==> config.mk <==
export PLATFORM = sky130hd
export DESIGN_NAME = uart_prog_loader
export DESIGN_NICKNAME = d
export VERILOG_FILES = /design/src/rtl/uart_prog_loader.sv
export SDC_FILE = /design/constraint.sdc
export NUM_CORES = 1
export LEC_CHECK = 0
export CAP_MARGIN = 20
export CORE_UTILIZATION = 55
export CTS_BUF_LIST = sky130_fd_sc_hd__clkbuf_16
export CTS_CLUSTER_DIAMETER = 120
export DETAILED_ROUTE_END_ITERATION = 10
export HOLD_SLACK_MARGIN = 0.1
export PLACE_DENSITY = 0.79
export SYNTH_ARGS = -nofsm -noshare
export SYNTH_HDL_FRONTEND = slang
export SYNTH_SLANG_ARGS = --single-unit
==> constraint.sdc <==
create_clock -name clock -period 3.4 [get_ports clock]
set_input_delay 0.51 -clock clock [delete_from_list [all_inputs] [get_ports clock]]
set_output_delay 0.51 -clock clock [all_outputs]
set_load 0.05 [all_outputs]
==> src/rtl/uart_prog_loader.sv <==
// Program loader: receives a framed UART byte stream, assembles little-endian
// 32-bit words and writes them into program ROM while holding the CPU in reset.
module uart_prog_loader #(
   parameter int ADDR_W      = 14,
   parameter int TIMEOUT_CYC = 1_000_000
) (
   input  logic              clock,
   input  logic              reset,
   input  logic              start,
   input  logic              rx_valid,
   input  logic [7:0]        rx_data,
   output logic              prog_mode,
   output logic              wr_en,
   output logic [ADDR_W-1:0] wr_addr,
   output logic [31:0]       wr_data,
   output logic              done,
   output logic              err,
   output logic [ADDR_W:0]   word_count
);

   localparam int CNT_W = $clog2(TIMEOUT_CYC + 1);

   typedef enum logic [2:0] {
      ST_IDLE, ST_LEN0, ST_LEN1, ST_DATA, ST_CSUM, ST_DONE, ST_ERR
   } state_t;

   state_t            state_r;
   state_t            state_nxt_s;
   logic [15:0]       len_r;
   logic [1:0]        idx_r;
   logic [23:0]       word_buf_r;
   logic [7:0]        csum_r;
   logic [CNT_W-1:0]  tmo_cnt_r;
   logic              loading_s;
   logic              expire_s;
   logic              word_last_s;
   logic              len_bad_s;
   logic [15:0]       len_full_s;

   assign len_full_s  = {rx_data, len_r[7:0]};
   assign len_bad_s   = (len_full_s == 16'd0) ||
                        (17'(len_full_s) > (17'd1 << ADDR_W));
   assign word_last_s = ((17'(word_count) + 17'd1) == 17'(len_r));
   assign expire_s    = (tmo_cnt_r == CNT_W'(TIMEOUT_CYC - 1));

   // Next-state decode; a received byte always takes priority over timeout expiry.
   always_comb begin
      state_nxt_s = state_r;
      loading_s   = 1'b0;
      case (state_r)
         ST_IDLE: begin
            if (start) state_nxt_s = ST_LEN0;
            else       state_nxt_s = ST_IDLE;
         end
         ST_LEN0: begin
            loading_s = 1'b1;
            if (rx_valid)      state_nxt_s = ST_LEN1;
            else if (expire_s) state_nxt_s = ST_ERR;
            else               state_nxt_s = ST_LEN0;
         end
         ST_LEN1: begin
            loading_s = 1'b1;
            if (rx_valid)      state_nxt_s = len_bad_s ? ST_ERR : ST_DATA;
            else if (expire_s) state_nxt_s = ST_ERR;
            else               state_nxt_s = ST_LEN1;
         end
         ST_DATA: begin
            loading_s = 1'b1;
            if (rx_valid) begin
               if ((idx_r == 2'd3) && word_last_s) state_nxt_s = ST_CSUM;
               else                                 state_nxt_s = ST_DATA;
            end else if (expire_s) begin
               state_nxt_s = ST_ERR;
            end else begin
               state_nxt_s = ST_DATA;
            end
         end
         ST_CSUM: begin
            loading_s = 1'b1;
            if (rx_valid)      state_nxt_s = (rx_data == csum_r) ? ST_DONE : ST_ERR;
            else if (expire_s) state_nxt_s = ST_ERR;
            else               state_nxt_s = ST_CSUM;
         end
         ST_DONE: state_nxt_s = ST_IDLE;
         ST_ERR:  state_nxt_s = ST_IDLE;
         default: state_nxt_s = ST_IDLE;
      endcase
   end

   // State, registered outputs, word assembly and inter-byte timeout counter.
   always_ff @(posedge clock or negedge reset) begin
      if (!reset) begin
         state_r    <= ST_IDLE;
         prog_mode  <= 1'b0;
         wr_en      <= 1'b0;
         wr_addr    <= '0;
         wr_data    <= 32'd0;
         done       <= 1'b0;
         err        <= 1'b0;
         word_count <= '0;
         len_r      <= 16'd0;
         idx_r      <= 2'd0;
         word_buf_r <= 24'd0;
         csum_r     <= 8'd0;
         tmo_cnt_r  <= '0;
      end else begin
         state_r   <= state_nxt_s;
         prog_mode <= (state_nxt_s == ST_LEN0) || (state_nxt_s == ST_LEN1) ||
                      (state_nxt_s == ST_DATA) || (state_nxt_s == ST_CSUM);
         done      <= (state_nxt_s == ST_DONE);
         wr_en     <= 1'b0;
         if (!loading_s || rx_valid || (state_nxt_s != state_r)) begin
            tmo_cnt_r <= '0;
         end else begin
            tmo_cnt_r <= tmo_cnt_r + CNT_W'(1);
         end
         case (state_r)
            ST_IDLE: begin
               if (start) begin
                  err        <= 1'b0;
                  word_count <= '0;
                  idx_r      <= 2'd0;
                  csum_r     <= 8'd0;
               end
            end
            ST_LEN0: if (rx_valid) len_r[7:0]  <= rx_data;
            ST_LEN1: if (rx_valid) len_r[15:8] <= rx_data;
            ST_DATA: begin
               if (rx_valid) begin
                  csum_r <= csum_r ^ rx_data;
                  idx_r  <= idx_r + 2'd1;
                  case (idx_r)
                     2'd0: word_buf_r[7:0]   <= rx_data;
                     2'd1: word_buf_r[15:8]  <= rx_data;
                     2'd2: word_buf_r[23:16] <= rx_data;
                     2'd3: begin
                        wr_data    <= {rx_data, word_buf_r};
                        wr_addr    <= word_count[ADDR_W-1:0];
                        wr_en      <= 1'b1;
                        word_count <= word_count + (ADDR_W+1)'(1);
                     end
                     default: idx_r <= 2'd0;
                  endcase
               end
            end
            default: ;
         endcase
         if (state_nxt_s == ST_ERR) err <= 1'b1;
      end
   end

endmodule

After elaboration in Yosys (flattened, before gate mapping):

Index checks and enable logic that the tools add are counted.

* bits of input ports: 12
* register bits: 138
* word-level logic and storage cells: 97
* output and inout bits: 65

* bitwise gates (word level): 1
* eq/ne operators: 20
* muxes and demuxes: 31
* $lt $le $gt $ge: 1
* reductions and logical operators: 24
* add/sub/neg operators: 4

Operators with widths (count)
* two-way mux 15 bit: 3
* case mux 15 bit (2 select lines): 1
* two-way mux 3 bit: 8
* adder 20 x 1 -> 20 bit, second input constant: 1
* equality test 20 bit, second input constant: 1
* two-way mux 20 bit: 1
* adder 15 x 1 -> 16 bit, second input constant: 1
* equality test 16 bit: 1
* > comparator 16 x 15 -> 1 bit, second input constant: 1
* zero test 16 bit: 1
* two-way mux 8 bit: 2
* case mux 8 bit (2 select lines): 1
* adder 15 x 1 -> 15 bit, second input constant: 1
* case mux 3 bit (5 select lines): 1
* AND reduction 3 bit: 5
* equality test 3 x 2 -> 1 bit, second input constant: 4
* equality test 3 bit, second input constant: 4
* two-way mux 2 bit: 5
* equality test 8 bit: 1
* two-way mux 1 bit: 8
* XOR 8 bit: 1
* equality test 3 x 1 -> 1 bit, second input constant: 2
* logical OR 1 bit: 6
* inequality test 2 bit, second input constant: 3
* other kinds (13): 18

Logic depth before layout (Yosys ltp):

Gate-level depths: netlist (run 1).

* depth in word-level cells: 10
* gate-level depth with buffers: 10
* mapped depth without buffers: 8

Least setup slack after synthesis (run 1):

Ideal clock, no wire load.

* path kind: register to register
* start point: register word_count[0]
* end point: register state_r[1]
* path slack: 921 ps
* path buffers: 0
* setup time: 128 ps
* stages on the path, launching flop included: 9
* clock period less this slack: 2479 ps
* arrival: 2351 ps
* required time: 3272 ps
* path through: dfrtp_1 > ha_1 > nand4_1 > nor2_1 > nand3_1 > a2111oi_2 > nand4_1 > o41ai_1 > nand2b_1

* cells in the longest elaborated chain, start to end: 6

RTL lines
* from (decl): line 18 `output logic [ADDR_W:0] word_count`
* from (signal assigned): line 140 `word_count <= word_count + (ADDR_W+1)'(1);`
* adder 15 x 1 -> 16 bit: line 43 `assign word_last_s = ((17'(word_count) + 17'd1) == 17'(len_r));`
* equality test 16 bit: line 43
* logical AND 1 bit: line 70 `if ((idx_r == 2'd3) && word_last_s) state_nxt_s = ST_CSUM;`
* two-way mux 3 bit: line 70
* two-way mux 3 bit: line 69 `if (rx_valid) begin`
* case mux 3 bit (5 select lines): line 50 `case (state_r)`
* via state_nxt_s[1]: line 28 `state_t state_nxt_s;`
* to (signal assigned): line 107 `state_r <= state_nxt_s;`
* to (decl): line 27 `state_t state_r;`

The timed path passes the listed nets, and every way through them passes these cells.
A chain may end at the register's enable or synchronous reset.

Final worst setup path (run 1):

* start point: register word_count[0]
* end point: register state_r[0]

The elaborated chain is that of the path after synthesis.

==> metrics.yaml, run 1 <==
endpoint_kind: "flip-flop"
crit_top_cell: "nand4_1"
grt_remaining_overflow: 0
path_max_fanout: 8
synth_flop_cell: "dfrtp_1"
fin_skew_ns: 0.00911
synth_edf_count: 0
ctsResizeCount: 0
final-hold-violation-count: 0
root_buffer: "clkbuf_16"
max_freq_ghz: 0.368
vias: 4982
cts.clk_slew.worst_paths_ns: 0.06
diodes: 0
drt_iter0_drc: 287
grt_max_degree: 87
ir_drop_v: 0.000507
startpoint: "word_count[0]"
final_util: 0.692
criticalPathCategory: "flip-flop to flip-flop"
antenna_found_initial: 0
initial_utilization: 0.573
maxCapViolations: 0
track_usage: 0.255
p_leak_nw: 3.55
mostFrequentLayoutCells: "dfrtp_1 (138), nand2_1 (117), clkdlybuf4s50_1 (75)"
synth_area_per_cell_um2: 10.5
path_buf_inv: 0
h-tree-depth: 4
numCtsBuffers: 17
fin_cells: 856
yosys_warnings: 0
num_io_pins: 77
grt_pass1_vias: 5159
fin_area_mm2: 0.00800
critPathMaxStageDelay_ns: 0.48
cts_setup_buffers: 0
synth.ff_latch_count: 138
max_slew_margin: 0.486
nets: 719
synth_seq_area_share: 0.521
gp_congestion: 0.855
route.detailed.drc: 10
dieArea_mm2: 0.0125
fp-row-count: 39
cp_data_required_time_ns: 3.68
r2r_start: "word_count[0]"
status: "finished, violations left"
firstDrtPassIters: 8
dpl_cell_area_mm2: 0.00742
fin_crit_ns: 2.72
hold_path.class: "primary input to asynchronous set/reset pin"
tightest_slew_ns: 0.771
routed_via_density: 5.82
rsz0062_at_grt: "false"
final_common_cell: "dfrtp_1"
cts_tree: "yes"
path_delay_family: "simple AND/OR/NAND/NOR gates"
syn_area_mm2: 0.00663
fp.dieH_um: 112
path_cells: "ha_1 -> nand4_1 -> nor2_1 -> nand3_1 -> a2111oi_2 -> nand4_1 -> nor3_1 -> o21ai_0"
io_buffers: 76
core_area_mm2: 0.0116
worstSkewPairLatency_ns: 0.42
postRouteAntennaNets: 0
async_flop_share: 1.00
ctsHoldBuffers: 0
grt_pass1_wl_um: 24900
crit_path_top_delay_cell: "dfrtp_1"
wl_um: 14500
ctsLongestPathBuffers: 2
finalSetupViolations: 0
dp.cells: 824
crit_path_start_kind: "flip-flop"
drive_gt1_frac: 0.165
cts.sinks: 138
violations: "DRC"
synthCells: 629
drv_slew: 0
die_x_um: 112
synth.distinct_cells: 59
tns_ns: 0
cellPowerDensity_mw_per_mm2: 697
post-route-period-util: 0.800
syn2layout_area_growth_pct: 20.7
hpwl_um: 9930
cp_data_arrival_time_ns: 3.00
syn_nets: 647
wl_per_cell_um: 16.9
## cells in the mapped netlist, types with 2 or more instances
cell type / number / area share
xor2_1: 25 / 0.033
nor2b_1: 4 / 0.0038
nor3_1: 8 / 0.0060
and3_4: 2 / 0.0034
nand2_1: 118 / 0.067
nand4_1: 11 / 0.010
nor4bb_1: 2 / 0.0030
a21oi_1: 10 / 0.0075
ha_1: 6 / 0.011
nand2b_1: 5 / 0.0047
o31ai_1: 7 / 0.0079
nand3_1: 16 / 0.012
mux2i_1: 5 / 0.0075
nor4_1: 11 / 0.010
buf_2: 6 / 0.0045
mux2_2: 62 / 0.11
and3_1: 5 / 0.0047
a22o_1: 5 / 0.0066
and4_1: 2 / 0.0026
inv_1: 8 / 0.0045
xnor2_1: 18 / 0.024
o21ai_0: 37 / 0.028
nor3b_1: 3 / 0.0034
clkbuf_8: 10 / 0.021
nor2_1: 53 / 0.030
buf_1: 3 / 0.0017
or2_2: 3 / 0.0028
nand3b_1: 2 / 0.0023
dfrtp_1: 138 / 0.52
clkbuf_1: 13 / 0.0074
a31oi_1: 2 / 0.0019
clkbuf_2: 2 / 0.0015
## cell families after synthesis
kind of cell / after synthesis / share of synthesized area
and+or+nand+nor: 257 / 0.186
DFF: 138 / 0.521
AOI/OAI and AO/OA: 74 / 0.0700
muxes: 67 / 0.113
buffers and inverters: 44 / 0.0421
xor gates and xnor gates: 43 / 0.0568
adders and majority gates: 6 / 0.0113
## routing by layer
| metal | track usage | up-vias | share of wire |
|---|---|---|---|
| met4 | 0.111 | 0 | 0.023 |
| li1 | - | 2307 | - |
| met3 | 0.0751 | 32 | 0.059 |
| met5 | 0 | - | 0 |
| met2 | 0.407 | 148 | 0.50 |
| met1 | 0.323 | 2495 | 0.42 |
## registers in the layout, indices dropped and copies added, names as in the netlist
name,count
err,1
wr_data,32
csum_r,8
word_count,15
idx_r,2
state_r,3
done,1
tmo_cnt_r,20
wr_addr,14
prog_mode,1
len_r,16
word_buf_r,24
wr_en,1
## path summary, 6_finish.rpt
path                       cells past startpoint         end  slack [ns]
setup / recovery                               8  state_r[0]        0.68
max in group asynchronous                      2   csum_r[6]        2.51
setup reg to reg                               8  state_r[0]        0.68
hold / removal                                 1       wr_en        0.13
min in group clock                             2  wr_data[9]        0.47
hold reg to reg                                2  wr_data[9]        0.47
## metrics by stage
step                total power, mW  worst slack, ns  hold slack, ns
finish                         5.58            0.680           0.131
global route                   5.88            0.338           0.191
CTS                            5.62            0.679           0.178
detailed placement             3.86            0.401           0.455
global placement               3.77            0.446           0.441
floorplan                      3.39            0.921           0.214
## power by group
part | switching (mW) | total, mW | internal (mW)
Combinational | 0.827 | 1.49 | 0.666
Sequential | 0.330 | 2.35 | 2.02
Clock | 0.671 | 1.73 | 1.06
## area by class of cell
cell class	instances	area [um2]
fillers	875	3560
multi-input cells	447	2900
clock inverters	14	134
clock buffers	17	425
repair buffers	88	877
inverters	9	33.8
flip-flops and latches	138	3450
well taps	143	179
No activity file was read; power rests on OpenSTA's default activity.
==> run 2: changes to the inputs <==
CORE_UTILIZATION = 51   (was 55)
PLACE_DENSITY = 0.77   (was 0.79)
clock period = 2.3 ns   (was 3.4 ns; I/O delays follow)
==> metrics.yaml, run 2 (synthesized netlist as in run 1, its figures left out) <==
h-tree-depth: 4  # unchanged
top_layer: "met4"  # unchanged
met2WireLength_um: 8100  # was 7180 um
path_max_fanout: 8  # unchanged
ctsLongestPathBuffers: 2  # unchanged
cts_tree: "yes"  # unchanged
num_io_pins: 77  # unchanged
finalSetupViolations: 10  # was 0
postRouteAntennaNets: 0  # unchanged
dp.cells: 905  # was 824
cts.clk_slew.worst_paths_ns: 0.06  # about the same
maxCapViolations: 0  # unchanged
grt_pass1_vias: 5250  # was 5159
grt_max_degree: 58  # was 87
dieArea_mm2: 0.0135  # was 0.0125 mm2
largest_reg_flops: 32  # unchanged
p_total_mw: 8.56  # was 5.58 mW
fin_area_mm2: 0.00867  # was 0.00800 mm2
final-hold-violation-count: 0  # unchanged
crit_path_start_kind: "flip-flop"  # unchanged
numCtsBuffers: 17  # unchanged
rsz0062_at_grt: "true"  # was false
hpwl_um: 11000  # was 9930 um
vias: 5269  # was 4982
wl_met1_um: 6910  # was 6120 um
track_usage: 0.256  # was 0.255
r2r_start: "tmo_cnt_r[0]"  # was word_count[0]
cp_data_arrival_time_ns: 2.65  # was 3.00 ns
wl_per_cell_um: 17.0  # was 16.9 um
grt_remaining_overflow: 0  # unchanged
drt_iter0_drc: 329  # was 287
antenna_found_initial: 0  # unchanged
nets: 781  # was 719
drive_gt1_frac: 0.263  # was 0.165
max_freq_ghz: 0.427  # was 0.368 GHz
die_x_um: 116  # was 112 um
layout_setup_ws_ns: -0.0428  # was 0.680 ns
fp-row-count: 41  # was 39
diodes: 0  # unchanged
dpl_cell_area_mm2: 0.00791  # was 0.00742 mm2
rr_endpoint: "len_r[7]"  # was state_r[0]
post-route-period-util: 1.02  # was 0.800
fp.dieH_um: 116  # was 112 um
mostFrequentLayoutCells: "dfrtp_1 (126), nand2_1 (116), clkdlybuf4s50_1 (75)"  # was dfrtp_1 (138), nand2_1 (117), clkdlybuf4s50_1 (75)
wl_um: 16100  # was 14500 um
hold-worst-slack_ns: 0.456  # was 0.131 ns
fin_skew_ns: 0.00611  # was 0.00911 ns
root_buffer: "clkbuf_16"  # unchanged
cts.sinks: 138  # unchanged
final_common_cell: "dfrtp_1"  # unchanged
cp_data_required_time_ns: 2.61  # was 3.68 ns
gp_congestion: 0.890  # was 0.855
reg.largest.list: "wr_data (32), word_buf_r (24), tmo_cnt_r (20)"  # unchanged
grt_pass1_wl_um: 25800  # was 24900 um
tightest_slew_ns: 0.517  # was 0.771 ns
worstSkewPairLatency_ns: 0.42  # about the same
criticalPathCategory: "flip-flop to flip-flop"  # unchanged
firstDrtPassIters: 5  # was 8
status: "finished, violations left"  # unchanged
endpoint_kind: "flip-flop"  # unchanged
initial_utilization: 0.523  # was 0.573
core_area_mm2: 0.0127  # was 0.0116 mm2
tns_ns: -0.274  # was 0 ns
route.met3.wl_um: 762  # was 850 um
p_leak_nw: 3.90  # was 3.55 nW
syn2layout_area_growth_pct: 30.8  # was 20.7%
ff2ff_path_depth: 8  # unchanged
ir_drop_v: 0.000518  # was 0.000507 V
route.detailed.drc: 0  # was 10
drv_slew: 0  # unchanged
io_buffers: 76  # unchanged
max_slew_margin: 0.655  # was 0.486
violations: "setup timing"  # was DRC
largest-register: "wr_data"  # unchanged
routed_via_density: 5.56  # was 5.82
dp_slack_ns: -0.173  # was 0.401 ns
hold_path.class: "primary input to asynchronous set/reset pin"  # unchanged
final_util: 0.684  # was 0.692
fin_crit_ns: 2.34  # was 2.72 ns
r2r_slack_ns: -0.04  # was 0.68 ns
cellPowerDensity_mw_per_mm2: 987  # was 697 mW/mm2
fin_cells: 948  # was 856
[run 2: changes by cell type in the layout (fill, tap and decap cells not counted), moves of 3 or more]
cell	previous run	this run
clkinvlp_4	4	1
nor4_4	1	4
dfrtp_2	0	12
dfrtp_1	138	126
clkinv_1	2	8
buf_4	10	68
nor4_1	11	6
[run 2: power breakdown]
group	internal (mW)	switching [mW]	leakage, nW	total, mW
logic	1.20	1.35	1.80	2.54
registers	2.99	0.495	1.83	3.49
clock network	1.55	0.982	0.271	2.53
total	5.74	2.82	3.90	8.56
[run 2: layer usage]
metal	vias up	track usage
li1	2444	-
met1	2628	0.330
met2	161	0.421
met3	36	0.0575
met4	0	0.0966
met5	-	0
[run 2: area by class of cell]
| cell class | count | area, um2 |
|---|---|---|
| tap | 172 | 215 |
| sequential | 138 | 3470 |
| fill | 954 | 4000 |
| timing repair buffer | 150 | 1370 |
| clock buffer | 17 | 425 |
| clock inverter | 15 | 116 |
| multi-input combinational | 447 | 3050 |
| inverter | 9 | 33.8 |
[run 2: worst max-delay path, cell delays in order, from the launching register on]
cell and delay (ns):
dfrtp_1 0.35, ha_2 0.18, and3_4 0.21, nand3_4 0.07, or4_4 0.56, nor4_4 0.18, a221oi_2 0.08, nand2_2 0.22
mux2_2 0.36
[run 2: worst max-delay path by stage]
stage	endpoint	slack (ns)	cells after the start	from
floorplan	prog_mode	-0.002	8	tmo_cnt_r[0]
global placement	len_r[7]	-0.11	8	rx_data[1]
detailed placement	tmo_cnt_r[13]	-0.17	8	rx_data[1]
CTS	len_r[4]	-0.05	7	tmo_cnt_r[12]
global route	len_r[0]	-0.12	8	tmo_cnt_r[0]
finish	len_r[7]	-0.04	8	tmo_cnt_r[0]
[run 2: repair_timing]
item,in CTS,in global routing
buffers inserted,2,8
hold endpoints to repair,55,0
pin swaps,5,9
resized for setup,6,20
hold buffers,1,0
endpoints found under the setup margin,12,13
==> run 3: changes to the inputs <==
GPL_TIMING_DRIVEN = 0   (was default)
==> metrics.yaml, run 3 (synthesized netlist as in run 1, its figures left out) <==
final-hold-violation-count: 0  # unchanged
grt_max_degree: 106  # was 58
layout_setup_ws_ns: -0.0744  # was -0.0428 ns
io_buffers: 69  # was 76
grt_pass1_vias: 4999  # was 5250
ir_drop_v: 0.000705  # was 0.000518 V
wl_per_cell_um: 17.0  # about the same
max_slew_margin: 0.583  # was 0.655
grt_busiest_layer: "met2"  # unchanged
worstSkewPairLatency_ns: 0.42  # about the same
grt_pass1_wl_um: 24900  # was 25800 um
grt_remaining_overflow: 0  # unchanged
vias: 5120  # was 5269
fp-row-count: 41  # unchanged
violations: "setup timing"  # unchanged
route.detailed.drc: 0  # unchanged
cp_data_required_time_ns: 2.61  # about the same
initial_utilization: 0.523  # unchanged
tns_ns: -0.119  # was -0.274 ns
root_buffer: "clkbuf_16"  # unchanged
final_util: 0.685  # was 0.684
fin_crit_ns: 2.37  # was 2.34 ns
cellPowerDensity_mw_per_mm2: 1030  # was 987 mW/mm2
crit_path_start_kind: "flip-flop"  # unchanged
diodes: 0  # unchanged
max_freq_ghz: 0.421  # was 0.427 GHz
status: "finished, violations left"  # unchanged
drt_iter0_drc: 413  # was 329
drv_slew: 0  # unchanged
p_leak_nw: 3.89  # was 3.90 nW
cts.clk_slew.worst_paths_ns: 0.06  # about the same
track_usage: 0.245  # was 0.256
fp.dieH_um: 116  # unchanged
routed_via_density: 5.55  # was 5.56
combinationalPowerShare: 0.287  # was 0.297
tightest_slew_ns: 0.626  # was 0.517 ns
hpwl_um: 10400  # was 11000 um
fin_skew_ns: 0.00597  # was 0.00611 ns
path_buf_inv: 1  # was 0
firstDrtPassIters: 5  # unchanged
endpoint_kind: "flip-flop"  # unchanged
rr_endpoint: "state_r[2]"  # was len_r[7]
crit_path_top_delay_cell: "nor4_1"  # was or4_4
cts_tree: "yes"  # unchanged
num_io_pins: 77  # unchanged
ff2ff_path_depth: 9  # was 8
largest-register: "wr_data"  # unchanged
path_max_fanout: 7  # was 8
pwr-share-seq: 0.387  # was 0.407
dpl_cell_area_mm2: 0.00760  # was 0.00791 mm2
wl_um: 15700  # was 16100 um
antenna_found_initial: 0  # unchanged
cts.sinks: 138  # unchanged
hold-path-endpoint: "csum_r[2]"
die_x_um: 116  # unchanged
postRouteAntennaNets: 0  # unchanged
cp_data_arrival_time_ns: 2.69  # was 2.65 ns
p_clk_frac: 0.327  # was 0.296
r2r_slack_ns: -0.07  # was -0.04 ns
met3_usage: 0.0523  # was 0.0575
switching_share: 0.317  # was 0.330
maxCapViolations: 0  # unchanged
reg.largest.list: "wr_data (32), word_buf_r (24), tmo_cnt_r (20)"  # unchanged
criticalPathCategory: "flip-flop to flip-flop"  # unchanged
syn2layout_area_growth_pct: 30.8  # about the same
p_int_mw: 6.08  # was 5.74 mW
met1_usage: 0.312  # was 0.330
numCtsBuffers: 17  # unchanged
r2r_start: "word_count[1]"  # was tmo_cnt_r[0]
largest_reg_flops: 32  # unchanged
hold_path.class: "primary input to flip-flop"  # was primary input to asynchronous set/reset pin
path_delay_family: "simple AND/OR/NAND/NOR gates"  # unchanged
dp.cells: 871  # was 905
dieArea_mm2: 0.0135  # unchanged
rsz0062_at_grt: "true"  # unchanged
critPathMaxStageDelay_ns: 0.53  # was 0.56 ns
min_from: "rx_data[2]"
switchingPower_mw: 2.82  # about the same
drive_gt1_frac: 0.256  # was 0.263
final_common_cell: "dfrtp_1"  # unchanged
dp_slack_ns: -0.639  # was -0.173 ns
nets: 755  # was 781
fillers: 947  # was 954
ctsLongestPathBuffers: 2  # unchanged
h-tree-depth: 4  # unchanged
finalSetupViolations: 3  # was 10
gp_congestion: 0.875  # was 0.890
mostFrequentLayoutCells: "dfrtp_1 (125), nand2_1 (116), clkdlybuf4s50_1 (68)"  # was dfrtp_1 (126), nand2_1 (116), clkdlybuf4s50_1 (75)
hold_depth: 3
core_area_mm2: 0.0127  # unchanged
grtUsageMet2: 0.410  # was 0.421
fin_area_mm2: 0.00867  # about the same
path_cells: "ha_4 -> buf_4 -> and4_1 -> nand2_1 -> nor4_1 -> a211oi_2 -> nand4_1 -> nor3_2 -> a21bo_2"  # was ha_2 -> and3_4 -> nand3_4 -> or4_4 -> nor4_4 -> a221oi_2 -> nand2_2 -> mux2_2
post-route-period-util: 1.03  # was 1.02
fin_cells: 922  # was 948
==> run 3: cell count changes in the layout (fill, tap and decap cells not counted), moves of 3 or more <==
cell / delta
mux2_4: +6
clkbuf_1: +5
clkdlybuf4s50_1: -7
mux2_2: -6
buf_4: -45
buf_12: -3
clkbuf_2: +6
buf_2: +4
clkbuf_4: +3
clkbuf_8: +10
bufinv_16: +3
clkinv_1: -4
==> run 3: layout make-up <==
class | count | area (um2) | share of cell area
clock buffers | 17 | 425 | 0.0490
flip-flops and latches | 138 | 3470 | 0.400
inverters | 9 | 33.8 | 0.00389
well taps | 172 | 215 | 0.0248
clock inverters | 15 | 205 | 0.0237
plain buffers | 31 | 259 | 0.0299
multi-input cells | 447 | 3170 | 0.366
repair buffers | 93 | 895 | 0.103
==> run 3: timing repair <==
| item | 4_1_cts | 5_1_grt |
|---|---|---|
| setup endpoints to repair | 83 | 74 |
| hold buffers | 1 | 0 |
| gates resized for setup | 28 | 45 |
| pin swaps | 10 | 16 |
| buffers inserted | 12 | 10 |
| hold endpoints to repair | 33 | 0 |
==> run 3: power by group through the flow <==
stage | Sequential (mW) | Combinational (mW) | Clock (mW)
floorplan | 3.69 | 1.34 | 0
global placement | 3.44 | 2.13 | 0
detailed placement | 3.47 | 2.22 | 0
CTS | 3.41 | 2.34 | 2.94
global route | 3.51 | 2.77 | 3.05
finish | 3.44 | 2.55 | 2.91
==> run 3: stage by stage <==
| stage | hold WS, ns | total power [mW] |
|---|---|---|
| floorplan | 0.0494 | 5.03 |
| global placement | 0.446 | 5.56 |
| detailed placement | 0.254 | 5.69 |
| CTS | 0.236 | 8.70 |
| global route | 0.236 | 9.33 |
| finish | 0.243 | 8.90 |
==> run 3: worst max-delay path by stage <==
stage / from / end / slack [ns] / depth (start not counted)
2_1_floorplan: tmo_cnt_r[0] / prog_mode / -0.002 / 8
3_3_place_gp: reset / word_count[11] / -4.86 / 1
3_5_place_dp: start / word_count[6] / -0.64 / 7
4_1_cts: tmo_cnt_r[7] / len_r[1] / -0.02 / 7
5_1_grt: word_count[1] / state_r[2] / -0.18 / 9
6_report: word_count[1] / state_r[2] / -0.07 / 9
==> run 3: layer usage <==
layer / part of all wire / routed length, um / vias up
met5: 0 / 0 / -
met3: 0.057 / 891 / 27
met4: 0.017 / 272 / 0
met1: 0.42 / 6590 / 2539
met2: 0.51 / 7910 / 172
li1: - / - / 2382
==> run 3: tightest hold or removal path: cells and delay by family <==
| kind | cells | cell delay [ns] |
|---|---|---|
| compound gates | 1 | 0.06 |
| simple gates | 1 | 0.06 |
| buf+inv | 1 | 0.15 |
